**src/rtl/alu_seq_pkg.sv**
```systemverilog
// Types for the multi-cycle ALU sequencer.
// Provides the request op encoding, the FSM state enum and the multiply
// iteration bound. No ports; imported with alu_seq_pkg::*.
package alu_seq_pkg;

  typedef enum logic [1:0] {
    SEQ_ADD16 = 2'b00,
    SEQ_SUB16 = 2'b01,
    SEQ_MUL8  = 2'b10,
    SEQ_RSVD  = 2'b11
  } seq_op_e;

  typedef enum logic [3:0] {
    IDLE,
    LO_ISS,
    LO_SMP,
    HI_ISS,
    HI_SMP,
    FX_ISS,
    FX_SMP,
    MBIT,
    M_ISS,
    M_SMP,
    RESP
  } state_e;

  // Value of the 3-bit iteration counter during the eighth multiply step.
  localparam logic [2:0] MUL_LAST = 3'd7;

endpackage

```
**src/rtl/global_defines.sv**
```systemverilog
// Shared execute-stage definitions.
// Holds the 8-bit ALU mode encodings used by every block that drives the ALU.
// No ports; imported with global_defines::*.
package global_defines;

  // ALU mode codes. ALU_NON leaves the ALU's latched mode untouched.
  localparam logic [7:0] ALU_NON = 8'h00;
  localparam logic [7:0] ALU_ADD = 8'h01;
  localparam logic [7:0] ALU_SUB = 8'h02;

endpackage

```
**src/rtl/alu_seq_if.sv**
```systemverilog
// Request/response handshake bundle between the execute stage and the
// ALU sequencer.
//   req_valid/req_ready : request handshake, req_op/req_a/req_b its payload
//   rsp_valid/rsp_ready : response handshake, rsp_result/rsp_carry/rsp_zero
// Modports: master = execute stage (issues requests, consumes results),
//           slave  = sequencer.
interface alu_seq_if;
  import alu_seq_pkg::*;

  logic        req_valid;
  logic        req_ready;
  seq_op_e     req_op;
  logic [15:0] req_a;
  logic [15:0] req_b;

  logic        rsp_valid;
  logic        rsp_ready;
  logic [15:0] rsp_result;
  logic        rsp_carry;
  logic        rsp_zero;

  modport master (
    output req_valid, req_op, req_a, req_b, rsp_ready,
    input  req_ready, rsp_valid, rsp_result, rsp_carry, rsp_zero
  );

  modport slave (
    input  req_valid, req_op, req_a, req_b, rsp_ready,
    output req_ready, rsp_valid, rsp_result, rsp_carry, rsp_zero
  );

endinterface

```
**src/rtl/alu_seq.sv**
```systemverilog
// Multi-cycle sequencer driving the shared 8-bit ALU to perform 16-bit
// ADD/SUB and 8x8 unsigned multiply.
// Ports:
//   clk, reset          : clock, synchronous active-high reset
//   bus (slave)         : request/response handshakes
//   busy                : an operation is in flight
//   alu_a/alu_b/alu_mode: ALU operand and mode drive
//   alu_out/alu_carry   : ALU result and carry/borrow read back
// Every ALU pass is an ISS cycle (mode + operands driven) followed by an SMP
// cycle (mode back to ALU_NON, operands held, result captured).
module alu_seq
  import global_defines::*;
  import alu_seq_pkg::*;
(
  input  logic        clk,
  input  logic        reset,
  alu_seq_if.slave    bus,
  output logic        busy,
  output logic [7:0]  alu_a,
  output logic [7:0]  alu_b,
  output logic [7:0]  alu_mode,
  input  logic [7:0]  alu_out,
  input  logic        alu_carry
);

  state_e      state;
  seq_op_e     op_q;
  logic [15:0] a_q;
  logic [7:0]  b_hi;
  logic [7:0]  rl;       // low result byte
  logic        c0;       // carry/borrow out of the low pass
  logic        c1;       // carry/borrow out of the high pass
  logic [7:0]  p_hi;     // upper partial product
  logic [7:0]  mlo;      // multiplier bits, refilled with product bits
  logic [2:0]  cnt;      // completed multiply iterations

  logic [15:0] mul_shift;
  logic [15:0] mul_add;

  // {P_hi, mlo} shifted right one place, without and with the ALU sum.
  assign mul_shift = {1'b0, p_hi, mlo[7:1]};
  assign mul_add   = {alu_carry, alu_out, mlo[7:1]};

  assign busy           = (state != IDLE);
  assign bus.req_ready  = (state == IDLE);
  assign bus.rsp_valid  = (state == RESP);

  // NOTE: every output of an always_comb gets a default first so no path
  // leaves it unassigned, which would otherwise infer a latch.
  always_comb begin
    alu_mode = ALU_NON;
    case (state)
      LO_ISS, HI_ISS, FX_ISS: alu_mode = (op_q == SEQ_SUB16) ? ALU_SUB : ALU_ADD;
      M_ISS:                  alu_mode = ALU_ADD;
      default:                alu_mode = ALU_NON;
    endcase
  end

  // NOTE: sequential state uses non-blocking assignments so all registers
  // update together from the values present before the edge.
  always_ff @(posedge clk) begin
    if (reset) begin
      state      <= IDLE;
      op_q       <= SEQ_ADD16;
      a_q        <= '0;
      b_hi       <= '0;
      rl         <= '0;
      c0         <= 1'b0;
      c1         <= 1'b0;
      p_hi       <= '0;
      mlo        <= '0;
      cnt        <= '0;
      alu_a      <= '0;
      alu_b      <= '0;
      bus.rsp_result <= '0;
      bus.rsp_carry  <= 1'b0;
      bus.rsp_zero   <= 1'b0;
    end else begin
      case (state)
        IDLE: begin
          if (bus.req_valid) begin
            op_q <= bus.req_op;
            a_q  <= bus.req_a;
            b_hi <= bus.req_b[15:8];
            case (bus.req_op)
              SEQ_ADD16, SEQ_SUB16: begin
                alu_a <= bus.req_a[7:0];
                alu_b <= bus.req_b[7:0];
                state <= LO_ISS;
              end
              SEQ_MUL8: begin
                p_hi  <= '0;
                mlo   <= bus.req_b[7:0];
                cnt   <= '0;
                state <= MBIT;
              end
              default: begin
                bus.rsp_result <= '0;
                bus.rsp_carry  <= 1'b0;
                bus.rsp_zero   <= 1'b1;
                state          <= RESP;
              end
            endcase
          end
        end

        LO_ISS: state <= LO_SMP;

        LO_SMP: begin
          rl    <= alu_out;
          c0    <= alu_carry;
          alu_a <= a_q[15:8];
          alu_b <= b_hi;
          state <= HI_ISS;
        end

        HI_ISS: state <= HI_SMP;

        HI_SMP: begin
          if (c0) begin
            // Propagate the low-byte carry/borrow into the high byte.
            c1    <= alu_carry;
            alu_a <= alu_out;
            alu_b <= 8'd1;
            state <= FX_ISS;
          end else begin
            bus.rsp_result <= {alu_out, rl};
            bus.rsp_carry  <= alu_carry;
            bus.rsp_zero   <= ({alu_out, rl} == 16'd0);
            state          <= RESP;
          end
        end

        FX_ISS: state <= FX_SMP;

        FX_SMP: begin
          bus.rsp_result <= {alu_out, rl};
          bus.rsp_carry  <= c1 | alu_carry;
          bus.rsp_zero   <= ({alu_out, rl} == 16'd0);
          state          <= RESP;
        end

        MBIT: begin
          if (mlo[0]) begin
            alu_a <= p_hi;
            alu_b <= a_q[7:0];
            state <= M_ISS;
          end else begin
            {p_hi, mlo} <= mul_shift;
            cnt         <= cnt + 3'd1;
            if (cnt == MUL_LAST) begin
              bus.rsp_result <= mul_shift;
              bus.rsp_carry  <= 1'b0;
              bus.rsp_zero   <= (mul_shift == 16'd0);
              state          <= RESP;
            end
          end
        end

        M_ISS: state <= M_SMP;

        M_SMP: begin
          {p_hi, mlo} <= mul_add;
          cnt         <= cnt + 3'd1;
          if (cnt == MUL_LAST) begin
            bus.rsp_result <= mul_add;
            bus.rsp_carry  <= 1'b0;
            bus.rsp_zero   <= (mul_add == 16'd0);
            state          <= RESP;
          end else begin
            state <= MBIT;
          end
        end

        RESP: if (bus.rsp_ready) state <= IDLE;

        default: state <= IDLE;
      endcase
    end
  end

endmodule
```
**src/flat_wrapper.sv**
```systemverilog
// flat-port wrapper written by rule: the top's interface ports become plain ports
module alu_seq_flat import global_defines::*; import alu_seq_pkg::*;
  (clk, reset, busy, alu_a, alu_b, alu_mode, alu_out, alu_carry, bus_req_valid, bus_req_op, bus_req_a, bus_req_b, bus_rsp_ready, bus_req_ready, bus_rsp_valid, bus_rsp_result, bus_rsp_carry, bus_rsp_zero);
  alu_seq_if bus_i ();
  input  logic clk;
  input  logic reset;
  output logic busy;
  output logic [7:0] alu_a;
  output logic [7:0] alu_b;
  output logic [7:0] alu_mode;
  input  logic [7:0] alu_out;
  input  logic alu_carry;
  input wire logic [$bits(bus_i.req_valid)-1:0] bus_req_valid;
  input wire logic [$bits(bus_i.req_op)-1:0] bus_req_op;
  input wire logic [$bits(bus_i.req_a)-1:0] bus_req_a;
  input wire logic [$bits(bus_i.req_b)-1:0] bus_req_b;
  input wire logic [$bits(bus_i.rsp_ready)-1:0] bus_rsp_ready;
  output wire logic [$bits(bus_i.req_ready)-1:0] bus_req_ready;
  output wire logic [$bits(bus_i.rsp_valid)-1:0] bus_rsp_valid;
  output wire logic [$bits(bus_i.rsp_result)-1:0] bus_rsp_result;
  output wire logic [$bits(bus_i.rsp_carry)-1:0] bus_rsp_carry;
  output wire logic [$bits(bus_i.rsp_zero)-1:0] bus_rsp_zero;
  assign bus_i.req_valid = bus_req_valid;
  assign bus_i.req_op = bus_req_op;
  assign bus_i.req_a = bus_req_a;
  assign bus_i.req_b = bus_req_b;
  assign bus_i.rsp_ready = bus_rsp_ready;
  assign bus_req_ready = bus_i.req_ready;
  assign bus_rsp_valid = bus_i.rsp_valid;
  assign bus_rsp_result = bus_i.rsp_result;
  assign bus_rsp_carry = bus_i.rsp_carry;
  assign bus_rsp_zero = bus_i.rsp_zero;
  alu_seq u_core (.clk(clk), .reset(reset), .bus(bus_i), .busy(busy), .alu_a(alu_a), .alu_b(alu_b), .alu_mode(alu_mode), .alu_out(alu_out), .alu_carry(alu_carry));
endmodule
```
**config.mk**
```make
export PLATFORM = sky130hd
export DESIGN_NAME = alu_seq_flat
export DESIGN_NICKNAME = d
export VERILOG_FILES = /design/src/rtl/alu_seq_pkg.sv /design/src/rtl/global_defines.sv /design/src/rtl/alu_seq_if.sv /design/src/rtl/alu_seq.sv /design/src/flat_wrapper.sv
export SDC_FILE = /design/constraint.sdc
export NUM_CORES = 1
export LEC_CHECK = 0
export BUFFER_PORTS_ARGS = -buffer_cell sky130_fd_sc_hd__buf_2
export CORE_MARGIN = 2
export CORE_UTILIZATION = 45
export CTS_BUF_LIST = sky130_fd_sc_hd__clkbuf_4
export DETAILED_ROUTE_END_ITERATION = 12
export PLACE_DENSITY = 0.68
export SETUP_SLACK_MARGIN = 0.3
export SLEW_MARGIN = 10
export SYNTH_ARGS = -nofsm -noshare
export SYNTH_HDL_FRONTEND = slang
export SYNTH_SLANG_ARGS = --single-unit
```
**constraint.sdc**
```tcl
create_clock -name clk -period 2.1 [get_ports clk]
set_input_delay 0.42 -clock clk [delete_from_list [all_inputs] [get_ports clk]]
set_output_delay 0.42 -clock clk [all_outputs]
set_load 0.02 [all_outputs]
```
Yosys cells after proc, flatten, opt, wreduce, memory -nomap -nowiden
Cells that the tools add are included.

Add/subtract/negate cells: 1. Eq/ne operators: 26. Mux-type cells: 52. Bitwise operators: 1. Reduce and logical (&&, ||, !) cells: 20.

Operator list (number): 2-to-1 mux 8 bit (14); 2-to-1 mux 16 bit (6); case mux 16 bit (5 select lines) (1); case mux 8 bit (4 select lines) (2); zero test 16 bit (3); case mux 8 bit (3 select lines) (2); case mux 4 bit (11 select lines) (1); 2-to-1 mux 4 bit (6); equality test 4 x 3 -> 1 bit (second input constant) (4); case mux 8 bit (2 select lines) (1); equality test 4 bit (second input constant) (3); != test 2 x 1 -> 1 bit (second input constant) (6); 2-to-1 mux 1 bit (11); != test 2 bit (second input constant) (5); case mux 1 bit (5 select lines) (2); AND reduction 5 bit (2); 2-to-1 mux 3 bit (3); case mux 3 bit (3 select lines) (1); equality test 4 x 2 -> 1 bit (second input constant) (2); case mux 4 bit (2 select lines) (1); nonzero test 4 bit (2); AND reduction 7 bit (1); AND reduction 3 bit (2); OR reduction 3 bit (2); 15 further kinds (17).

Bits in registers: 93. Bits of input ports: 47. Output and inout port bits: 45. Word-level logic and storage cells: 116.

Logic depth before layout (Yosys ltp)
Depth after elaboration: 5. Depth in mapped cells: 10. Mapped depth without buffers: 7.

Least setup slack after synthesis
OpenSTA, ideal clock, no wires.

Path type: register -> register. Start: register u_core.state[2]. End: register u_core.alu_b[0]. Arrival: 1.962 ns. Required time: 2.012 ns. Path slack: 0.050 ns. Stages on the path, launching flop included: 9. Buffers on the path: 2. Period minus slack after synthesis: 2.050 ns. Path through: dfxtp_1 -> buf_6 -> or4_4 -> clkinv_2 -> nand2_4 -> a221oi_4 -> buf_6 -> nor2_1 -> a311oi_2.

Word-level cells in the longest chain between the ends: 3. Elaborated cells on any way between the ends: 11. Classes of those cells: eq/ne (7); mux (1); reduce/logical (3).

RTL lines: from (decl) (RTL line alu_seq.sv:26) `state_e state;`; from (signal assigned) (RTL line alu_seq.sv:63) `state <= IDLE;`; from (signal assigned) (RTL line alu_seq.sv:89) `state <= LO_ISS;`; from (signal assigned) (RTL line alu_seq.sv:95) `state <= MBIT;`; zero test 4 bit (*); net bus_req_ready (RTL line flat_wrapper.sv:18) `output wire logic [$bits(bus_i.req_ready)-1:0] bus_req_ready;`; != test 2 x 1 -> 1 bit (no source line), or another cell as far along; AND reduction 5 bit (no source line); to (signal assigned) (RTL line alu_seq.sv:88) `alu_b <= bus.req_b[7:0];`; to (signal assigned) (RTL line alu_seq.sv:113) `alu_b <= b_hi;`; to (signal assigned) (RTL line alu_seq.sv:146) `alu_b <= a_q[7:0];`; to (decl) (RTL line alu_seq.sv:20) `output logic [7:0] alu_b,`.

Mark *: on every way through the listed nets, which the timed path passes. The rest lies on a longest branch. A chain may end at the register's enable or synchronous reset.

Worst setup path after layout
Start: register u_core.state[0]. End: output bus_req_ready.

Word-level cells in the longest chain between the ends: 1.

RTL lines: zero test 4 bit (RTL line alu_seq.sv:45) `assign bus.req_ready = (state == IDLE);`; to (decl) (RTL line flat_wrapper.sv:18).

No other way between the ends.

==> impl_results.md <==
- Slew margin rel.: 60.6%
- Area contributors post-synth: dfxtp_1, nand2_1, a21oi_1
- Clk buf depth: 2
- P_sw: 0.00459 W
- Pwr per Cell Area: 1550 mW/mm^2
- Outcome: finished with violations
- Primary FF master, synth: dfxtp_1
- Combinational share of power: 64.6%
- Async SR Flop Fraction: 0%
- Setup-failing EPs final: 6
- GPL Wtd Cong: 0.935
- CTS tree: done
- Antenna cells: 0
- Fin cells: 793
- Routed vias: 4774
- Sw Ratio: 46.0%
- I/O pin total: 92
- Post-Syn Instances: 532
- Final hold violation count: 0
- HPWL Detailed: 9270 um
- Final nets: 704
- Register area share after synthesis: 42.1%
- Yosys top cell area share: 42.1%
- Rows: 36
- Total CTS buffers: 9
- Crit-path max FO: 4
- Global route overflow: 0
- Utilization after layout: 67.0%
- GRT Util Overall: 26.3%
- Synth Cell Area: 0.00443 sq mm
- Initial drt markers: 483
- Worst min-delay path class: in2reg
- Clk Latency, worst-skew pair: 0.45 ns
- Cells after DPL: 742
- Share of cells above drive strength 1: 46.4%
- Crit. End Element: primary output
- DR WL/cell: 19.6 um
- Via density: 6.02
- Crit path required time: 1.68 ns
- CP startpoint kind: flip-flop
- First-pass GRT wire length: 21700 um
- Crit share post-route: 102%
- Die height: 103 um
- Setup CP Type: reg2out
- Total routed wirelength: 15500 um
- WP data arrival: 1.71 ns
- H-Tree Depth: 3
- Internal: 0.00539 W
- Antenna violations before repair: 0
- Clock network fraction of design power: 9.7%
- Area grow syn2layout: 45.9%
- Die W: 103 um
- PortBufs: 85
- DRC viols: 0
- Avg Cell Area, Syn: 8.32 sq um
- CORE AREA: 0.00964 sq mm
- RSZ-0062 raised after global routing: yes
- Fin. max-slew vios: 0
- Area post-placement: 0.00527 sq mm
- Hold_ws: 0.198 ns
- Sequential share of power: 25.7%
- Drt first pass iters: 8
- Largest net degree at the start of global routing: 32
- Initial Util: 45.9%
- Number of flops mapped to enable cells by yosys: 0
- ANT nets after route: 0
- Root Driver: clkbuf_4
- Final instance area: 0.00645 sq mm
- Vias in the first global route: 4171
- Clk sink count: 93
- Slew of the pin with the lowest slew margin: 0.590 ns
- Fmax: 469 MHz
- CTS clk-pin slew, worst paths: 0.17 ns
- Worst VDD drop: 894 uV
- Leak: 2.52 nW
- Failing checks: setup timing
- FF+latch count, synth: 93
- Layout Skew: 0.0178 ns
- Synthesis warning total: 0
- Unique masters post-synth: 52
- Tmin final: 2.13 ns
- Die area: 0.0106 sq mm
- PnR worst setup slack: -0.0317 ns
- Max_cap viols: 0
- Synth area leader: dfxtp_1
[per-layer routing]
metal / vias up / track usage, % / part of all wire, %
met3: 41 / 3.56 / 8.1
met1: 2284 / 37.0 / 41
met4: 0 / 9.31 / 3.1
li1: 2210 / - / -
met2: 239 / 41.6 / 48
met5: - / 0 / 0
[cell usage in the layout (no fill, tap or decap), drive strengths merged, types with 8 or more instances in the layout]
cell,count
a21oi,65
clkbuf,13
a222oi,17
a211oi,29
dfxtp,93
nand3,9
a22oi,23
a311oi,18
buf,156
nor2,45
inv,8
o21ai,12
nand2,97
[synth_stat cells, types with 3 or more instances]
cell,number
nand2_1,96
dfxtp_1,93
a21oi_1,65
nor2_1,43
clkbuf_1,29
a22oi_1,23
a211oi_1,22
a222oi_1,17
buf_2,14
o21ai_0,12
a311oi_1,11
nand3_1,9
a211oi_2,7
a311oi_2,7
buf_4,7
nor3b_1,7
nor4_1,7
nor2b_1,5
inv_1,4
and3_1,3
buf_1,3
buf_6,3
nor3_1,3
o32ai_1,3
[registers in the layout, summed over array words and instances, names as in the netlist]
signal	cells
u_core.bus.rsp_result	16
u_core.p_hi	8
u_core.bus.rsp_carry	1
u_core.alu_a	8
u_core.b_hi	8
u_core.a_q	16
u_core.c1	1
u_core.cnt	3
u_core.mlo	8
u_core.rl	8
u_core.state	4
u_core.op_q	2
u_core.bus.rsp_zero	1
u_core.c0	1
u_core.alu_b	8
[stage by stage]
| step | setup WS (ns) | TNS (ns) | total power (W) |
|---|---|---|---|
| global placement | -0.0698 | -0.289 | 0.00673 |
| global route | -0.0740 | -0.994 | 0.0105 |
| floorplan | 0.127 | 0 | 0.00571 |
| CTS | -0.0208 | -0.0370 | 0.00881 |
| detailed placement | -0.180 | -1.83 | 0.00687 |
| finish | -0.0317 | -0.0710 | 0.00998 |
[final cells by class]
cell class              count  area [sq um]
flip-flops and latches     93          1870
clock inverters             7          62.6
well taps                 133           166
fillers                   801          3180
multi-input cells         385          2900
clock buffers               9          67.6
repair buffers            161          1350
inverters                   5          35.0
[critical path: stages (launching register included)]
cell      delay, ns
dfxtp_2        0.36
or4_4          0.59
clkinv_8       0.07
buf_8          0.12
buf_6          0.12
[final timing paths]
check | start | to | slack, ns | cells past startpoint
worst min-delay path | bus_req_a[4] | u_core.a_q[4] | 0.20 | 3
worst max-delay path | u_core.state[0] | bus_req_ready | -0.03 | 4
worst max register to register | u_core.state[0] | u_core.mlo[7] | -0.02 | 9
worst min register to register | u_core.b_hi[3] | u_core.b_hi[3] | 0.47 | 2
[power groups by stage]
stage          sequential [W]  clock, W  combinational (W)
2_1_floorplan         0.00269         0            0.00302
5_1_grt               0.00261   0.00104            0.00682
6_report              0.00257  0.000968            0.00644
3_3_place_gp          0.00253         0            0.00420
4_1_cts               0.00254  0.000971            0.00530
3_5_place_dp          0.00255         0            0.00431
[what timing repair did]
action,4_1_cts,5_1_grt
gates resized for setup,53,103
pin swaps,4,62
hold buffers,0,0
buffers inserted,8,15
cloned,4,8
setup endpoints to repair,83,81
[kinds of logic (layout without fill, tap and decap cells)]
group,count (synthesis),in the layout,synth area share (%)
xor+xnor,2,2,0.396
buf+inv,61,182,6.70
simple gates,187,189,18.9
compound gates,184,184,30.8
other cells,1,6,0.0847
fa+ha+maj,2,2,0.565
flops,93,93,42.1
mux,2,2,0.452
Note: power is estimated with default switching activity, not from simulation.
